<file path="src/rtl/reg_file_rename.sv">
// Architectural register file with per-register rename (busy/tag) state.
// Commits from the ROB, destination locks from decode, two operand lookups.
module reg_file_rename #(
    parameter int REG_NUM     = 32,
    parameter int REG_WIDTH   = 5,
    parameter int DATA_WIDTH  = 32,
    parameter int ENTRY_WIDTH = 3
) (
    input  logic                   clk,
    input  logic                   rst,
    input  logic                   commit_enable,
    input  logic [REG_WIDTH-1:0]   commit_name,
    input  logic [DATA_WIDTH-1:0]  commit_data,
    input  logic [ENTRY_WIDTH-1:0] commit_entry,
    input  logic                   lock_enable,
    input  logic [REG_WIDTH-1:0]   lock_name,
    input  logic [ENTRY_WIDTH-1:0] lock_entry,
    input  logic                   flush,
    input  logic                   read1,
    input  logic [REG_WIDTH-1:0]   read_name1,
    output logic [DATA_WIDTH-1:0]  read_value1,
    output logic                   read_busy1,
    output logic [ENTRY_WIDTH-1:0] read_tag1,
    input  logic                   read2,
    input  logic [REG_WIDTH-1:0]   read_name2,
    output logic [DATA_WIDTH-1:0]  read_value2,
    output logic                   read_busy2,
    output logic [ENTRY_WIDTH-1:0] read_tag2
);

    logic [DATA_WIDTH-1:0]  r_data [REG_NUM];
    logic [ENTRY_WIDTH-1:0] r_tag  [REG_NUM];
    logic [REG_NUM-1:0]     r_busy;

    logic [REG_NUM-1:0]     w_commit_sel;
    logic [REG_NUM-1:0]     w_lock_sel;
    logic [REG_NUM-1:0]     w_release;

    // Register 0 is never selected, so it keeps its reset value forever.
    always_comb begin
        w_commit_sel = '0;
        w_lock_sel   = '0;
        if (commit_enable && commit_name != '0) begin
            w_commit_sel[commit_name] = 1'b1;
        end
        if (lock_enable && lock_name != '0 && !flush) begin
            w_lock_sel[lock_name] = 1'b1;
        end
    end

    // Only the newest writer (matching tag) may release the rename.
    for (genvar g = 0; g < REG_NUM; g++) begin : g_release
        assign w_release[g] = w_commit_sel[g] && r_busy[g] &&
                              (r_tag[g] == commit_entry);
    end

    always_ff @(posedge clk or posedge rst) begin
        if (rst) begin
            r_busy <= '0;
            for (int i = 0; i < REG_NUM; i++) begin
                r_data[i] <= '0;
                r_tag[i]  <= '0;
            end
        end else begin
            for (int i = 0; i < REG_NUM; i++) begin
                if (w_commit_sel[i]) begin
                    r_data[i] <= commit_data;
                end
                if (flush) begin
                    r_busy[i] <= 1'b0;
                end else if (w_lock_sel[i]) begin
                    r_busy[i] <= 1'b1;
                    r_tag[i]  <= lock_entry;
                end else if (w_release[i]) begin
                    r_busy[i] <= 1'b0;
                end
            end
        end
    end

    always_comb begin
        read_value1 = '0;
        read_busy1  = 1'b0;
        read_tag1   = '0;
        if (!rst && read1 && read_name1 != '0) begin
            if (w_release[read_name1]) begin
                read_value1 = commit_data;
            end else if (r_busy[read_name1]) begin
                read_busy1 = 1'b1;
                read_tag1  = r_tag[read_name1];
            end else begin
                read_value1 = r_data[read_name1];
            end
        end
    end

    always_comb begin
        read_value2 = '0;
        read_busy2  = 1'b0;
        read_tag2   = '0;
        if (!rst && read2 && read_name2 != '0) begin
            if (w_release[read_name2]) begin
                read_value2 = commit_data;
            end else if (r_busy[read_name2]) begin
                read_busy2 = 1'b1;
                read_tag2  = r_tag[read_name2];
            end else begin
                read_value2 = r_data[read_name2];
            end
        end
    end

endmodule

</file>
<file path="config.mk">
export PLATFORM = sky130hd
export DESIGN_NAME = reg_file_rename
export DESIGN_NICKNAME = d
export VERILOG_FILES = /design/src/rtl/reg_file_rename.sv
export SDC_FILE = /design/constraint.sdc
export NUM_CORES = 2
export LEC_CHECK = 0
export BUFFER_PORTS_ARGS = -buffer_cell sky130_fd_sc_hd__buf_2
export CAP_MARGIN = 15
export CORE_AREA = 4 4 433 435
export CTS_CLUSTER_DIAMETER = 30
export CTS_CLUSTER_SIZE = 25
export DETAILED_ROUTE_END_ITERATION = 8
export DIE_AREA = 0 0 437 439
export GPL_TIMING_DRIVEN = 0
export HOLD_SLACK_MARGIN = 0.06
export PLACE_DENSITY = 0.55
export SLEW_MARGIN = 20
export SYNTH_ARGS = -nofsm -noshare
export SYNTH_HDL_FRONTEND = slang
export SYNTH_SLANG_ARGS = --single-unit
export TNS_END_PERCENT = 100
</file>
<file path="constraint.sdc">
create_clock -name clk -period 33.2 [get_ports clk]
set_input_delay 1.66 -clock clk [delete_from_list [all_inputs] [get_ports clk]]
set_output_delay 1.66 -clock clk [all_outputs]
set_load 0.02 [all_outputs]
</file>
==> impl_results.md <==
- IO Port Bufs: 122
- H-Tree Depth: 5
- Register area: 28800 µm²
- # Post-CTS Setup Buffers: 0
- Drt wl/cell: 34.7 µm
- CTS Root Cell: clkbuf_16
- Post-synthesis register bit count: 1152
- Critical path required time: 31.54 ns
- Post-Synth Simple-Gate Area: 0.0321
- Largest family of logic cells by synthesized area: multiplexers
- Worst setup EP type: output pin
- Crit share post-route: 0.250
- Status: finished clean
- Vias in the first global route: roughly 44000
- Post-DRT Antenna Nets: 0
- Vias per cell: around 6
- Leading area contributor after synthesis: dfrtp_1
- Post-synthesis cell count: 4195
- Yosys cell types: 69
- Die height: around 440 µm
- Final Hold Fails: 0
- First-pass GRT wire length: 354 mm
- Master of the slowest instance on the critical path: o31ai_1
- Gr usage total: 0.263
- TNS Setup: 0 ns
- Pin slew with the least headroom to its limit: 1.26 ns
- Clk buf depth: 4
- Post-CTS sizing: 0
- TritonCTS clock tree: yes
- Layout Cells excl Fill: 7353
- Finished Core Util: 0.430
- Post-DP HPWL: 195 mm
- Share of cells above drive strength 1: 0.548
- Largest net degree at the start of global routing: 35
- Die area: 192000 µm²
- Crit path max-delay family: simple AND/OR/NAND/NOR gates
- Initial core utilization: 0.349
- Minimum clock period: 8.30 ns
- Crit path max fanout: 10
- Number of hold buffers added after cts: 0
- Startpoint types: primary input
- Fill cells: 16624
- Clk_lat worst skew: 0.89 ns
- FMAX: 120 MHz
- Top cells by area, synth: dfrtp_1, mux4_2, mux2_2
- Clk_skew: 0.0476 ns
- Routed WL: ~250 mm
- Adder-cell area share of the yosys netlist: 0
- Clock slew at reported path FFs: 0.04 ns
- Multi-input logic area: 33200 µm²
- Tot Pwr: 5.73 mW
- Multiplexer area fraction after synthesis: 0.452
- Worst hold-check path type: flop to flop
- Clk sink count: 1152
- Delay of the slowest critical-path stage: approximately 1.2 ns
- Syn_nets: 4260
- EDFF count, synth: 0
- Fin. max-slew vios: 0
- Compound-Gate Fraction of Synth Area: 0.0214
- Leakage: 33.3 nW
- Top cell type's share of synthesized area: 0.451
- Initial antenna violation count: 35
- Drc violations: 0
- Final WS setup: 24.90 ns
- Max Cap Viol: 0
- Final setup viols: 0
- Crit path DAT: 6.64 ns
- Routability Congestion: 1.04
- Area Overhead vs Synth: 22.9%
- GR Overflow Total: 0
- Layout net count: 4723
- IO Count: 137
- Chip Width: 437 µm
- Setup repair after global routing missed its margin: false
- DR vias: 44231
- Pre-Repair DR Iteration Count: 7
- Critical path, cell by cell: buf_2 > nor4bb_1 > clkbuf_1 > nand2_1 > nor2_1 > nor2_1 > nor4_1 > a211oi_2 > clkbuf_1 > o31ai_1 > buf_2
- Synth warn: 0
- Max_slew headroom: 0.150
- Post-Place Setup Slack: 25.29 ns
- Final hold slack: 0.477 ns
- Total CTS buffers: 290
- Post-synth top cells: dfrtp_1, mux2_2, mux4_2, clkbuf_1, nand2_1
- Post-synthesis sequential area ratio: 0.451
- Final instance area: about 79000 µm²
- CP bufs+invs: 4
- 1st-iter DRT viols: just under 5000
- Peak supply drop: 0.0361 mV
- Post-place instance area: about 69000 µm²
- Count leader, synth: dfrtp_1
- Main synth FF type: dfrtp_1
- Post-Syn Area: 64000 µm²
- Mean Syn Cell Area: roughly 15 µm²
- Pwr dens: 72.8 nW/µm²
- Core box area: roughly 180000 µm²
- Placed cell count: a little under 7000
- Worst Setup Path Type: primary input to output pin
- Synth async-reset ratio: 1.00
- Number of core rows: 157
- Post-Synth XOR/XNOR Area: 0.0127
[worst reg2reg max path: cells and delay by family (launching register included)]
| kind | cells | cell delay (ns) |
|---|---|---|
| AOI/OAI and AO/OA | 1 | 0.31 |
| xor gates and xnor gates | 1 | 0.15 |
| DFF | 1 | 0.42 |
| and+or+nand+nor | 2 | 0.89 |
[state kept, by name (all words and copies together), names as in the netlist]
register,count
r_busy,32
r_tag,96
r_data,1024
[power breakdown]
part / switching, mW / internal [mW] / total [mW]
clock network: 0.870 / 1.99 / 2.86
registers: 0.193 / 1.66 / 1.86
logic: 0.475 / 0.544 / 1.02
total: 1.54 / 4.19 / 5.73
[cells in the final DEF (no fill, tap or decap), types with 12 or more instances in the layout]
cell type	count
clkinv_2	46
nand4_1	21
o31ai_2	41
o21ai_0	23
clkbuf_8	45
clkinv_4	12
xor2_1	27
clkbuf_16	295
nor2_1	47
mux2_2	1115
bufinv_16	36
buf_4	14
xnor2_1	66
mux4_2	720
clkbuf_2	34
mux2i_1	13
nand3_1	12
clkbuf_1	330
buf_1	41
clkinvlp_4	22
dfrtp_1	1152
o31ai_1	17
nor3_1	24
nand2_1	294
buf_2	201
o32ai_1	16
inv_1	14
inv_6	12
diode_2	22
buf_12	39
[cell families after synthesis]
family | count (synthesis)
muxes | 1848
AOI/OAI and AO/OA | 155
and+or+nand+nor | 460
xor gates and xnor gates | 93
DFF | 1152
buffers and inverters | 487
[cell type report]
class / instances / share of cell area
inverters: 16 / 0.000811
plain buffers: 471 / 0.0257
clock inverters: 127 / 0.0213
clock buffers: 374 / 0.103
diodes: 22 / 0.000700
repair buffers: 171 / 0.0209
multi-input cells: 2556 / 0.422
flip-flops and latches: 1152 / 0.366
well taps: 2464 / 0.0392
[routing by layer]
| layer | global-route usage | vias up | part of all wire |
|---|---|---|---|
| li1 | - | 17245 | - |
| met1 | 0.352 | 24119 | 0.40 |
| met2 | 0.388 | 2307 | 0.44 |
| met3 | 0.0686 | 556 | 0.089 |
| met4 | 0.152 | 4 | 0.065 |
| met5 | 0 | - | 0.000090 |
[final timing paths]
check,startpoint,end,slack [ns],cells after the start
setup reg to reg,r_tag[6]$_DFFE_PP0P_,r_busy[29]$_DFFE_PP0P_,31.36,4
hold / removal,r_data[1007]$_DFFE_PP0N_,r_data[1007]$_DFFE_PP0N_,0.48,1
setup / recovery,commit_enable,read_value2[30],24.90,11
hold reg to reg,r_data[1007]$_DFFE_PP0N_,r_data[1007]$_DFFE_PP0N_,0.48,1
max in group asynchronous,rst,r_data[812]$_DFFE_PP0N_,29.83,12
min in group asynchronous,rst,r_tag[3]$_DFFE_PP0P_,0.77,2
No activity file was read; power rests on OpenSTA's default activity.
